**config.mk**
```make
export PLATFORM = sky130hd
export DESIGN_NAME = sad_window
export DESIGN_NICKNAME = d
export VERILOG_FILES = /design/src/rtl/sad_pkg.sv /design/src/rtl/sad_window_abs_diff.sv /design/src/rtl/sad_window.sv
export SDC_FILE = /design/constraint.sdc
export NUM_CORES = 1
export LEC_CHECK = 0
export CAP_MARGIN = 20
export CORE_ASPECT_RATIO = 0.7
export CORE_MARGIN = 3
export CORE_UTILIZATION = 44
export DETAILED_ROUTE_END_ITERATION = 8
export PLACE_DENSITY = 0.71
export SETUP_SLACK_MARGIN = 0.5
export SKIP_CTS_REPAIR_TIMING = 1
export SLEW_MARGIN = 20
export SYNTH_ARGS = -nofsm -noshare
export SYNTH_HDL_FRONTEND = slang
export SYNTH_SLANG_ARGS = --single-unit
export TNS_END_PERCENT = 100
```
**constraint.sdc**
```tcl
create_clock -name clk -period 4.5 [get_ports clk]
set_clock_uncertainty 0.15 [all_clocks]
set_input_delay 1.125 -clock clk [delete_from_list [all_inputs] [get_ports clk]]
set_output_delay 1.125 -clock clk [all_outputs]
set_load 0.05 [all_outputs]
```
**src/rtl/sad_pkg.sv**
```systemverilog
// Shared definitions for the stereo SAD engine: default pixel width,
// output width calculation and the pixel type.
package sad_pkg;

  localparam int PIX_W = 8;

  typedef logic [PIX_W-1:0] pixel_t;

  // Smallest width that holds win*win maximal absolute differences.
  function automatic int sad_width(input int win, input int pix_w);
    return $clog2(win * win * ((1 << pix_w) - 1) + 1);
  endfunction

endpackage

```
**src/rtl/sad_window_abs_diff.sv**
```systemverilog
// Combinational unsigned absolute difference of two pixels. The subtraction
// order is chosen by the comparison, so the result never wraps.
module abs_diff
  import sad_pkg::*;
#(
  parameter int PIX_W = sad_pkg::PIX_W
) (
  input  logic [PIX_W-1:0] a_i,
  input  logic [PIX_W-1:0] b_i,
  output logic [PIX_W-1:0] d_o
);

  assign d_o = (a_i >= b_i) ? (a_i - b_i) : (b_i - a_i);

endmodule

```
**src/rtl/sad_window.sv**
```systemverilog
// Two-stage sum-of-absolute-differences engine: per-pixel |a-b| registered
// in stage 1, summed into the SAD cost in stage 2. One window pair per clock.
module sad_window
  import sad_pkg::*;
#(
  parameter  int WIN   = 3,
  parameter  int PIX_W = sad_pkg::PIX_W,
  localparam int N     = WIN * WIN,
  localparam int SAD_W = sad_width(WIN, PIX_W)
) (
  input  logic               clk,
  input  logic               rst_n,
  input  logic               in_valid,
  input  logic [N*PIX_W-1:0] input_a,
  input  logic [N*PIX_W-1:0] input_b,
  output logic               out_valid,
  output logic [SAD_W-1:0]   sad
);

  logic [PIX_W-1:0] diff_p0   [N];
  logic [PIX_W-1:0] diff_p1_q [N];
  logic             vld_p1_q;
  logic [SAD_W-1:0] sum_d;
  logic [SAD_W-1:0] sad_q;
  logic             vld_p2_q;

  for (genvar g = 0; g < N; g++) begin : g_abs
    abs_diff #(.PIX_W(PIX_W)) u_abs (
      .a_i (input_a[PIX_W*g +: PIX_W]),
      .b_i (input_b[PIX_W*g +: PIX_W]),
      .d_o (diff_p0[g])
    );
  end

  // Stage 1: absolute differences; data loads every cycle, the flag gates use.
  always_ff @(posedge clk or negedge rst_n) begin
    if (!rst_n) begin
      vld_p1_q  <= 1'b0;
      diff_p1_q <= '{default: '0};
    end else begin
      vld_p1_q  <= in_valid;
      diff_p1_q <= diff_p0;
    end
  end

  always_comb begin
    sum_d = '0;
    for (int i = 0; i < N; i++) begin
      sum_d = sum_d + SAD_W'(diff_p1_q[i]);
    end
  end

  // Stage 2: cost register holds across bubbles.
  always_ff @(posedge clk or negedge rst_n) begin
    if (!rst_n) begin
      vld_p2_q <= 1'b0;
      sad_q    <= '0;
    end else begin
      vld_p2_q <= vld_p1_q;
      if (vld_p1_q) begin
        sad_q <= sum_d;
      end
    end
  end

  assign out_valid = vld_p2_q;
  assign sad       = sad_q;

endmodule

```
=== Word-level counts from Yosys, hierarchy flattened ===
Index checks and enable logic that the tools add are counted.

* Reductions and logical operators: 0
* Bitwise logic cells: 0
* Mux-type cells: 9
* Divide/modulo/power cells: 0
* Add/subtract/negate cells: 26
* Eq/ne operators: 0
* Multipliers: 0
* Shift operators: 0
* $lt $le $gt $ge: 9

{| class="wikitable"
|+ Operator list
! cell !! number
|-
| subtractor 8 bit || 18
|-
| >= comparator 8 bit || 9
|-
| two-way mux 8 bit || 9
|-
| adder 12 x 8 -> 12 bit || 4
|-
| adder 11 x 8 -> 12 bit || 1
|-
| adder 10 x 8 -> 11 bit || 1
|-
| adder 9 x 8 -> 10 bit || 1
|-
| adder 8 x 8 -> 9 bit || 1
|}

* Input port bits: 147
* ROM bits: 0
* RAM bits: 0
* Output and inout port bits: 13
* Memories: 0
* Bits in registers: 86
* Bits in latches: 0
* Logic and storage cells: 56

=== Longest topological paths before layout ===
* Depth after elaboration: 8
* Gate-level depth with buffers: 16
* Depth with buffers taken out: 16

=== Cells and area by module ===
Synthesis repeated with hierarchy kept, for this count alone.

* Cell total of the unflattened synthesis: 1,023
* Area total of the unflattened synthesis: 9,988.3 µm²

{| class="wikitable"
|+ Modules (own cells, without submodules)
! module !! times used !! area an instance (µm²) !! sequential area each (µm²) !! cells each
|-
| abs_diff (g_abs[0].u_abs ...) || 8 || 651.9 || 0.0 || 81
|-
| sad_window || 1 || 4,112.7 || 2,152.1 || 292
|-
| abs_diff (g_abs[2].u_abs) || 1 || 660.6 || 0.0 || 83
|}

=== Least setup slack after synthesis ===
No wires, ideal clock.

* Kind: flip-flop to flip-flop
* Start point: register diff_p1_q[50] in the netlist's numbering
* End point: register sad_q[10], in the netlist sad[10]
* Required time: 4.213 ns
* Setup slack: 0.245 ns
* Setup time: 0.137 ns
* Data arrival time: 3.968 ns
* Path buffers: 0
* Clock period less this slack: 4.255 ns
* Stages on the path, launching flop included: 13
* Cells stage by stage: dfrtp_1 -> fa_1 -> fa_1 -> fa_1 -> fa_1 -> ha_1 -> fa_1 -> a21o_1 -> a21oi_1 -> o21ai_0 -> o31ai_1 -> xor2_1 -> a21oi_1

* Cells in the longest elaborated chain, start to end: 7

{| class="wikitable"
|+ RTL lines
! element !! RTL line !! source
|-
| start, declared || sad_window.sv:21 || <nowiki>logic [PIX_W-1:0] diff_p1_q [N];</nowiki>
|-
| start signal, assigned || sad_window.sv:42 || <nowiki>diff_p1_q <= diff_p0;</nowiki>
|-
| adder 9 x 8 -> 10 bit || sad_window.sv:49 || <nowiki>sum_d = sum_d + SAD_W'(diff_p1_q[i]);</nowiki>
|-
| adder 10 x 8 -> 11 bit || sad_window.sv:49 ||
|-
| adder 11 x 8 -> 12 bit || sad_window.sv:49 ||
|-
| adder 12 x 8 -> 12 bit (4 in a row) || sad_window.sv:49 ||
|-
| end signal, assigned || sad_window.sv:61 || <nowiki>sad_q <= sum_d;</nowiki>
|-
| end, declared || sad_window.sv:24 || <nowiki>logic [SAD_W-1:0] sad_q;</nowiki>
|}

No other way between the ends.
A chain may end at the register's enable or synchronous reset.

=== Final worst setup path ===
* Start point: register diff_p1_q[42] in the netlist's numbering
* End point: register sad_q[10], in the netlist sad[10]

* Cells in the longest elaborated chain, start to end: 6

{| class="wikitable"
|+ RTL lines
! element !! RTL line
|-
| adder 10 x 8 -> 11 bit || sad_window.sv:49
|-
| adder 11 x 8 -> 12 bit || sad_window.sv:49
|-
| adder 12 x 8 -> 12 bit (4 in a row) || sad_window.sv:49
|}

No other way between the ends.

==> reports/qor.tcl <==
set qor(min_delay_endpoint) {sad[8]}
set qor(post_route_cells_drive_above_1_share) 0.0464
set qor(worst_r2r_path_depth) 12
set qor(post_drt_wl_per_cell_microns) 14.8
set qor(worst-path-max-fanout) 2
set qor(postSynth.topFlopCell) {dfrtp_1}
set qor(initial_antenna_violation_count) 1
set qor(final.min_clock_period_ns) 4.14
set qor(final_net_count) 1527
set qor(grt_setup_unrepaired) {yes}
set qor(register_bit_count_reported_by_yosys) 86
set qor(timing.final.crit_share) 0.920
set qor(clock_tree.root_cell) {clkbuf_16}
set qor(synth_fa_ha_area_frac) 0.341
set qor(start_util) 0.457
set qor(layout.cells.most_common) {inv_1}
set qor(synth_top_family_by_area) {adder cells}
set qor(tritoncts) {done}
set qor(min_path_type) {flip-flop to flip-flop}
set qor(portBuffers) 159
set qor(ctsHtreeMaxLevel) 3
set qor(worst_r2r_startpoint) {diff_p1_q[42]}
set qor(synth_warnings) 0
set qor(finalSetupTns_ns) 0
set qor(drt-initial-drc-count) 342
set qor(postRouteAntennaNets) 0
set qor(synth.largest_area_cell) {dfrtp_1}
set qor(vias_per_cell) 4.91
set qor(final_max_slew_viol_count) 0
set qor(worstPathArrival_ns) 4.19
set qor(top_library_cells_by_usage_in_the_layout_fill_and_taps_aside) {236 x inv_1, 158 x clkdlybuf4s50_1, 146 x ha_1}
set qor(clkSlewWorstSetupHoldPaths_ns) 0.06
set qor(timing.critical_path.to_type) {flip-flop}
set qor(detailroute.via_count) 7080
set qor(via_count_of_the_first_global_routing_pass) 7180
set qor(ys_async_sr_fraction) 1.00
set qor(grt_first_pass_wirelength_microns) 35800
set qor(die_area_sq_um) 23800
set qor(detailed_place_hpwl_microns) 18100
set qor(num_antenna_cells) 0
set qor(fraction_of_synthesized_area_in_multiplexers) 0.0747
set qor(grtUsageTotal) 0.187
set qor(drt_drc_violations_left) 0
set qor(synth.top_cells.by_area) {dfrtp_1 22%, ha_1 19%, fa_1 15%}
set qor(gate_count_after_technology_mapping) 1003
set qor(worstSetupPathType) {flip-flop to flip-flop}
set qor(number_of_synthesized_flops_with_an_enable_pin) 0
set qor(synth_nets) 1370
set qor(netlist_area_before_placement_sq_um) 9650
set qor(synth_largest_type_area_fraction) 0.223
set qor(numCtsBuffers) 9
set qor(die_h_microns) 130
set qor(r2r_setup_slack_ns) 0.36
set qor(fmax_mhz) 241
set qor(synth-simple-area-share) 0.0544
set qor(synth_sequential_area_ratio) 0.223
set qor(detail_route.first_pass.iterations) 5
set qor(max_cap_viol_count) 0
set qor(cts.sinks) 86
set qor(final_setup_violation_count) 0
set qor(floorplan.io_pins) 160
set qor(final_estimated_routing_congestion_in_global_placement) 0.899
set qor(chipWidth_microns) 183
set qor(core_sq_um) 21100
set qor(max_slew.worst_pin.slew_ns) 0.750
set qor(worst_hold_depth) 1
set qor(worst_ep_required_time_ns) 4.55
set qor(layout.filler_cells) 1893
set qor(timing.final.hold_violations) 0
set qor(post_synthesis_compound_gate_area_fraction) 0.149
set qor(drt_wl_total_microns) 21300
set qor(syn-mean-instance-area_sq_um) 9.62
set qor(synthXorXnorAreaFrac) 0.0544
set qor(grt_remaining_overflow) 0
set qor(cts_buffer_depth) 2
set qor(worstSkewPairLatency_ns) 0.35
set qor(outcome) {finished clean}
set qor(maxSlewHeadroom) 0.500
set qor(core.rowCount) 44
set qor(synth.distinct_cells) 41
set qor(min_from) {sad[8]}
set qor(critical_path_source_type) {flip-flop}
set qor(r2r_end) {sad[10]}
set qor(grt_max_degree) 87
set qor(synthToLayoutAreaGrowth_pct) 23.4
## synth_stat cells, types with 5 or more instances
cell / count
a21oi_1: 74
dfrtp_1: 86
xnor2_1: 19
a31oi_1: 24
fa_1: 72
inv_1: 240
a21boi_0: 8
clkbuf_1: 9
mux2i_1: 63
nand2_1: 19
mux2_2: 8
xor2_1: 41
nor2b_1: 21
o21ai_0: 40
nor2_1: 5
nand4_1: 9
nand2b_1: 18
a21o_1: 42
ha_1: 148
a221oi_1: 6
## layout make-up
type | count | area, sq um | area share
multi-input cells | 660 | 6550 | 0.549
clock inverters | 6 | 116 | 0.00977
well taps | 276 | 345 | 0.0290
clock buffers | 10 | 229 | 0.0192
repair buffers | 163 | 1620 | 0.136
flip-flops and latches | 86 | 2150 | 0.181
inverters | 240 | 901 | 0.0756
## worst max-delay path: stages, from the launching register on
cell     delay, ns
dfrtp_1       0.39
fa_1          0.52
fa_2          0.59
fa_1          0.44
fa_1          0.46
ha_2          0.20
fa_2          0.34
a21o_1        0.18
a21oi_2       0.19
o21ai_2       0.09
o31ai_2       0.20
xor2_1        0.17
a21oi_1       0.08
## state kept, by name, summed over array words and instances, names as in the netlist
signal and cells:
sad 12, out_valid 1, vld_p1_q 1, diff_p1_q 72
## metal layers
| layer | part of all wire | GRT usage |
|---|---|---|
| met5 | 0 | 0 |
| met4 | 0.0063 | 0.0269 |
| met3 | 0.059 | 0.0340 |
| met1 | 0.55 | 0.302 |
| met2 | 0.39 | 0.263 |
## metrics by stage
stage | cells | utilization | hold slack [ns] | cell area, sq um | worst slack [ns]
floorplan | 1003 | - | 0.202 | 9660 | 0.463
global placement | 1422 | 0.544 | 0.340 | 11500 | 0.352
detailed placement | 1422 | 0.544 | 0.346 | 11500 | 0.297
CTS | 1438 | 0.561 | 0.359 | 11900 | 0.258
global route | 1441 | 0.563 | 0.373 | 11900 | 0.208
finish | 1441 | 0.563 | 0.356 | 11900 | 0.358
## worst max path at each step
stage,startpoint,to,slack (ns),cells after the start
3_5_place_dp,diff_p1_q[65],sad[10],0.30,14
3_3_place_gp,diff_p1_q[65],sad[10],0.35,14
6_report,diff_p1_q[42],sad[10],0.36,12
2_1_floorplan,diff_p1_q[65],sad[10],0.46,14
5_1_grt,diff_p1_q[2],sad[10],0.21,14
4_1_cts,diff_p1_q[65],sad[10],0.26,14
## cell families (layout without fill, tap and decap cells)
family	Yosys count	count (layout)
buffers and inverters	257	419
adders and majority gates	220	220
AOI/OAI and AO/OA	218	218
and+or+nand+nor	91	91
DFF	86	86
muxes	71	71
xor gates and xnor gates	60	60
Power is left out: the tool's default activity adds up to more than one toggle a clock period on the data nets, which glitch-free logic cannot reach.
==> variant 1 (config.mk and constraints unchanged) <==
Put one more register stage on the output `sad`, without a reset. The value now appears one clock later. The other outputs are not delayed to match.
--- a/src/rtl/sad_window.sv
+++ b/src/rtl/sad_window.sv
@@ -64,7 +64,9 @@
   end
 
   assign out_valid = vld_p2_q;
-  assign sad       = sad_q;
+  always_ff @(posedge clk) begin
+    sad <= sad_q;
+  end
 
 endmodule
 
Behaviour: not the same (a bounded check fails within 4 cycles, from zero or initial values and one cycle with rst_n low).
==> variant 1 against the unedited design <==
- synthesized area up 2.5%
- count of clock-buffer cells in the layout up 1
- first-iteration DRC count up 32%
- non-clock buffer count unchanged
- cell area up 2.0%
- worst setup slack worse by 0.050 ns
- critical path depth unchanged
- sequential cell count up 12
- final cell count up 1.2%
- synthesized cell count up 1.2%
- routed wire length down 0.33%
Power is not shown: default switching activity piles up to over one toggle a cycle in this logic, so the estimate is an artifact.
==> variant 1: results (changes against the unedited design) <==
Finish
The number of antenna repair diodes is 0 (unchanged). The number of fill cells is 1906 (was 1893). The share of final-layout standard cells stronger than drive strength 1 is 4.84% (was 4.64%). The largest registers in the layout are diff_p1_q (72), sad (12), sad_q (12).

The number of standard cells in the layout, taps in and fillers out is 1459 (was 1441).

Synth
The proportion of register bits with asynchronous set or reset after synthesis is 87.8% (was 100%). Cell types occupying the most area after synthesis: sky130_fd_sc_hd__dfrtp_1 (22%), sky130_fd_sc_hd__ha_1 (19%), sky130_fd_sc_hd__fa_1 (15%) (unchanged). The xor/xnor cell area share of the yosys netlist is 5.31% (was 5.44%).

The compound-gate portion of the synthesized area is 14.5% (was 14.9%). The mux share of post-synthesis cell area is 7.29% (was 7.47%). The distinct cell type count after synthesis is 42 (was 41).

Commonest cells in the netlist: sky130_fd_sc_hd__inv_1 (240), sky130_fd_sc_hd__ha_1 (148), sky130_fd_sc_hd__dfrtp_1 (86) (unchanged). The fraction of the mapped netlist area in adder cells is 33.3% (was 34.1%). The number of standard cells after synthesis is 1015 (was 1003). The proportion of synthesized chip area in sequential cells was 24.2% (was 22.3%).

The number of synthesis warnings is 0 (unchanged).

Placed design
The final weighted congestion of routability-driven global placement is 0.850 (was 0.899). The placed wire-length estimate after detailed placement is 18100 µm (about the same). The number of port buffers came to 159 (unchanged).

The worst setup slack before clock tree synthesis is 0.287 ns (was 0.297 ns). The placed cell count was 1440 (was 1422).

CTS
The clock transition at the register clock pins on the worst setup and hold paths after CTS is about 0.070 ns. The level count of the clock H-tree came to 3 (unchanged). The maximum clock path buffer count is 2 (unchanged).

The latest clock arrival within the worst-skew pair is about 0.34 ns.

Global routing
The all-layer global routing usage was 17.6% (was 18.7%). The global-route wire length before repair was 35200 µm (was 35800 µm). The global routing met3 resource utilization was 3.07% (was 3.40%).

The via count of the first global-routing pass came to 7221 (was 7180). The met1 capacity usage during global routing is 28.6% (was 30.2%). The met2 layer usage reported by global route is 25.1% (was 26.3%). The maximum number of pins on one net before global-route repair came to 75 (was 87). The number of antenna violations at the first check in global routing is 1 (unchanged).

Outcome
Outcome: complete, no violations (unchanged).

Critical path
The register-to-register setup slack is 0.31 ns (was 0.36 ns). The data arrival at the endpoint of the critical path was 4.27 ns (was 4.19 ns). The maximum net fanout on the critical path is 2 (unchanged).

Drt
The final wirelength came to 21300 µm (about the same). The detailed-route vias per instance was 4.87 (was 4.91). The DRC marker count from the first detailed-route iteration is 451 (was 342).

STA
The actual transition at the worst max-transition pin was 0.916 ns (was 0.750 ns). The final worst-path cycle share is 93.2% (was 92.0%).

Worst hold path
The path type of the worst min-delay path was flip-flop to flip-flop (unchanged).
==> variant 1: changes by cell type in the layout (fill, tap and decap cells not counted), moves of 2 or more <==
cell,before,now
sky130_fd_sc_hd__a21oi_1,72,70
sky130_fd_sc_hd__dfxtp_1,0,12
sky130_fd_sc_hd__a21oi_2,2,4
sky130_fd_sc_hd__ha_4,0,2
sky130_fd_sc_hd__bufinv_16,3,1
==> variant 1: layout make-up <==
type | count | share of cell area [%]
Clock buffer | 11 | 2.00
Clock inverter | 5 | 0.556
Inverter | 240 | 7.41
Multi-Input combinational cell | 660 | 54.1
Sequential cell | 98 | 19.7
Tap cell | 282 | 2.90
Timing Repair Buffer | 163 | 13.3
==> variant 1: cells by family after synthesis <==
kind of cell,Yosys count
AO/OA/AOI/OAI,218
buffers and inverters,257
flip-flops,98
XOR/XNOR,60
AND/OR/NAND/NOR,91
multiplexers,71
adder cells (fa/ha/maj),220
==> variant 1: metrics by stage <==
stage / utilization [%] / hold WS [ns] / cell area [µm²]
detailed placement: 53.7 / 0.205 / 11800
global placement: 53.7 / 0.203 / 11800
finish: 55.5 / 0.220 / 12200
floorplan: - / 0.194 / 9900
CTS: 55.1 / 0.219 / 12100
global route: 55.5 / 0.233 / 12200
==> variant 1: routing by layer <==
| layer | wire length, µm | share of wire (%) |
|---|---|---|
| met5 | 0 | 0 |
| met3 | 1210 | 5.7 |
| met2 | 8610 | 41 |
| met4 | 106 | 0.50 |
| met1 | 11300 | 53 |
==> variant 1: worst max-delay path, stage by stage, from the launching register on <==
cell and delay [ns]:
sky130_fd_sc_hd__dfrtp_1 0.39, sky130_fd_sc_hd__fa_1 0.55, sky130_fd_sc_hd__fa_1 0.46, sky130_fd_sc_hd__fa_1 0.57
sky130_fd_sc_hd__fa_1 0.43, sky130_fd_sc_hd__ha_2 0.20, sky130_fd_sc_hd__fa_2 0.35, sky130_fd_sc_hd__a21o_1 0.17
sky130_fd_sc_hd__a21oi_2 0.19, sky130_fd_sc_hd__o21ai_2 0.10, sky130_fd_sc_hd__buf_4 0.14, sky130_fd_sc_hd__xnor2_1 0.12
sky130_fd_sc_hd__mux2_2 0.26
==> variant 1: path summary, 6_finish.rpt <==
check	from	to	depth (start not counted)
max	diff_p1_q[50]	sad_q[8]	12
min	sad_q[5]	sad[5]	0
max reg2reg	diff_p1_q[50]	sad_q[8]	12
min reg2reg	sad_q[5]	sad[5]	0
max in group asynchronous	rst_n	sad_q[11]	2
min in group asynchronous	rst_n	diff_p1_q[49]	1
==> variant 2 (config.mk and constraints unchanged) <==
Without the edit above. Set the parameter `WIN` to 2 (it was 3).
--- a/src/rtl/sad_window.sv
+++ b/src/rtl/sad_window.sv
@@ -3,7 +3,7 @@
 module sad_window
   import sad_pkg::*;
 #(
-  parameter  int WIN   = 3,
+  parameter  int WIN   = 2,
   parameter  int PIX_W = sad_pkg::PIX_W,
   localparam int N     = WIN * WIN,
   localparam int SAD_W = sad_width(WIN, PIX_W)
Interface: changed (resized input_a, input_b and sad); port bits go from 160 to 78. The function was not compared with the original's and may differ.
==> variant 2 against the unedited design <==
- routed wire length shrank 57%
- synthesized area down 53%
- critical path type is now primary input to flip-flop
- sequential cell count decreased by 42
- critical path depth decreased by 4
- cell area down 53%
- worst setup slack improved by 0.67 ns
==> variant 2: results (changes against the unedited design) <==
Outcome
Outcome: complete, no violations (unchanged).

Finish
The share of final-layout standard cells stronger than drive strength 1 is 4.37% (was 4.64%). The share of cell area taken by multi-input logic gates is 53.7% (was 54.9%). The number of logic inverters in the finished layout was 103 (was 240). The number of combinational gates with multiple inputs is 317 (was 660).

The number of clock buffers in the layout came to 5 (was 10). The relative area of non-clock buffer cells in the final design is 13.7% (was 13.6%). The number of fill cells was 901 (was 1893). The number of flip-flops under the largest register name is 32 (was 72). The count of nets after finishing is 708 (was 1527).

Global routing
The via count of the first global-routing pass came to 3480 (was 7180). The met2 layer usage reported by global route was 24.8% (was 26.3%). The maximum number of pins on one net before global-route repair is 45 (was 87).

The all-layer global routing usage is 16.1% (was 18.7%).

Placed design
The placed cell count is 669 (was 1422). The final weighted congestion of routability-driven global placement came to 0.835 (was 0.899). The area of placed instances is 5420 µm² (was 11500 µm²).

Synth
The fraction of the mapped netlist area in adder cells came to 29.3% (was 34.1%). The compound-gate portion of the synthesized area is 16.5% (was 14.9%). Commonest cells in the netlist: sky130_fd_sc_hd__inv_1 (103), sky130_fd_sc_hd__ha_1 (69), sky130_fd_sc_hd__dfrtp_1 (44) (was sky130_fd_sc_hd__inv_1 (240), sky130_fd_sc_hd__ha_1 (148), sky130_fd_sc_hd__dfrtp_1 (86)). The proportion of synthesized chip area in sequential cells is 24.0% (was 22.3%).

Critical path
The cell with the largest stage delay on the worst path is sky130_fd_sc_hd__a211oi_4 (was sky130_fd_sc_hd__fa_2). The maximum net fanout on the critical path is 9 (was 2). The data arrival at the endpoint of the critical path was 3.51 ns (was 4.19 ns). The worst stage delay on the critical path is 0.49 ns (was 0.59 ns).

CTS
The latest clock arrival within the worst-skew pair came to 0.28 ns (was 0.35 ns).

Drt
The DRC marker count from the first detailed-route iteration came to 174 (was 342). The post-route met1 wirelength is 4730 µm (was 11700 µm). The detailed-route vias per instance came to 5.04 (was 4.91).

The final wirelength was 9140 µm (was 21300 µm).
==> variant 2: cell count changes in the layout (fill, tap and decap cells not counted), moves of 25 or more <==
cell and delta:
sky130_fd_sc_hd__mux2i_1 -34, sky130_fd_sc_hd__fa_1 -45, sky130_fd_sc_hd__ha_1 -77, sky130_fd_sc_hd__xor2_1 -25, sky130_fd_sc_hd__dfrtp_1 -42, sky130_fd_sc_hd__a21oi_1 -49
sky130_fd_sc_hd__clkdlybuf4s50_1 -82, sky130_fd_sc_hd__inv_1 -133
==> variant 2: final timing paths <==
path                              start  slack [ns]           end
setup reg to reg           diff_p1_q[1]        1.10        sad[5]
setup / recovery            input_a[29]        1.02  diff_p1_q[3]
max in group asynchronous         rst_n        2.78  diff_p1_q[8]
min in group asynchronous         rst_n        0.83        sad[0]
hold reg to reg                  sad[8]        0.36        sad[8]
hold / removal                   sad[8]        0.36        sad[8]
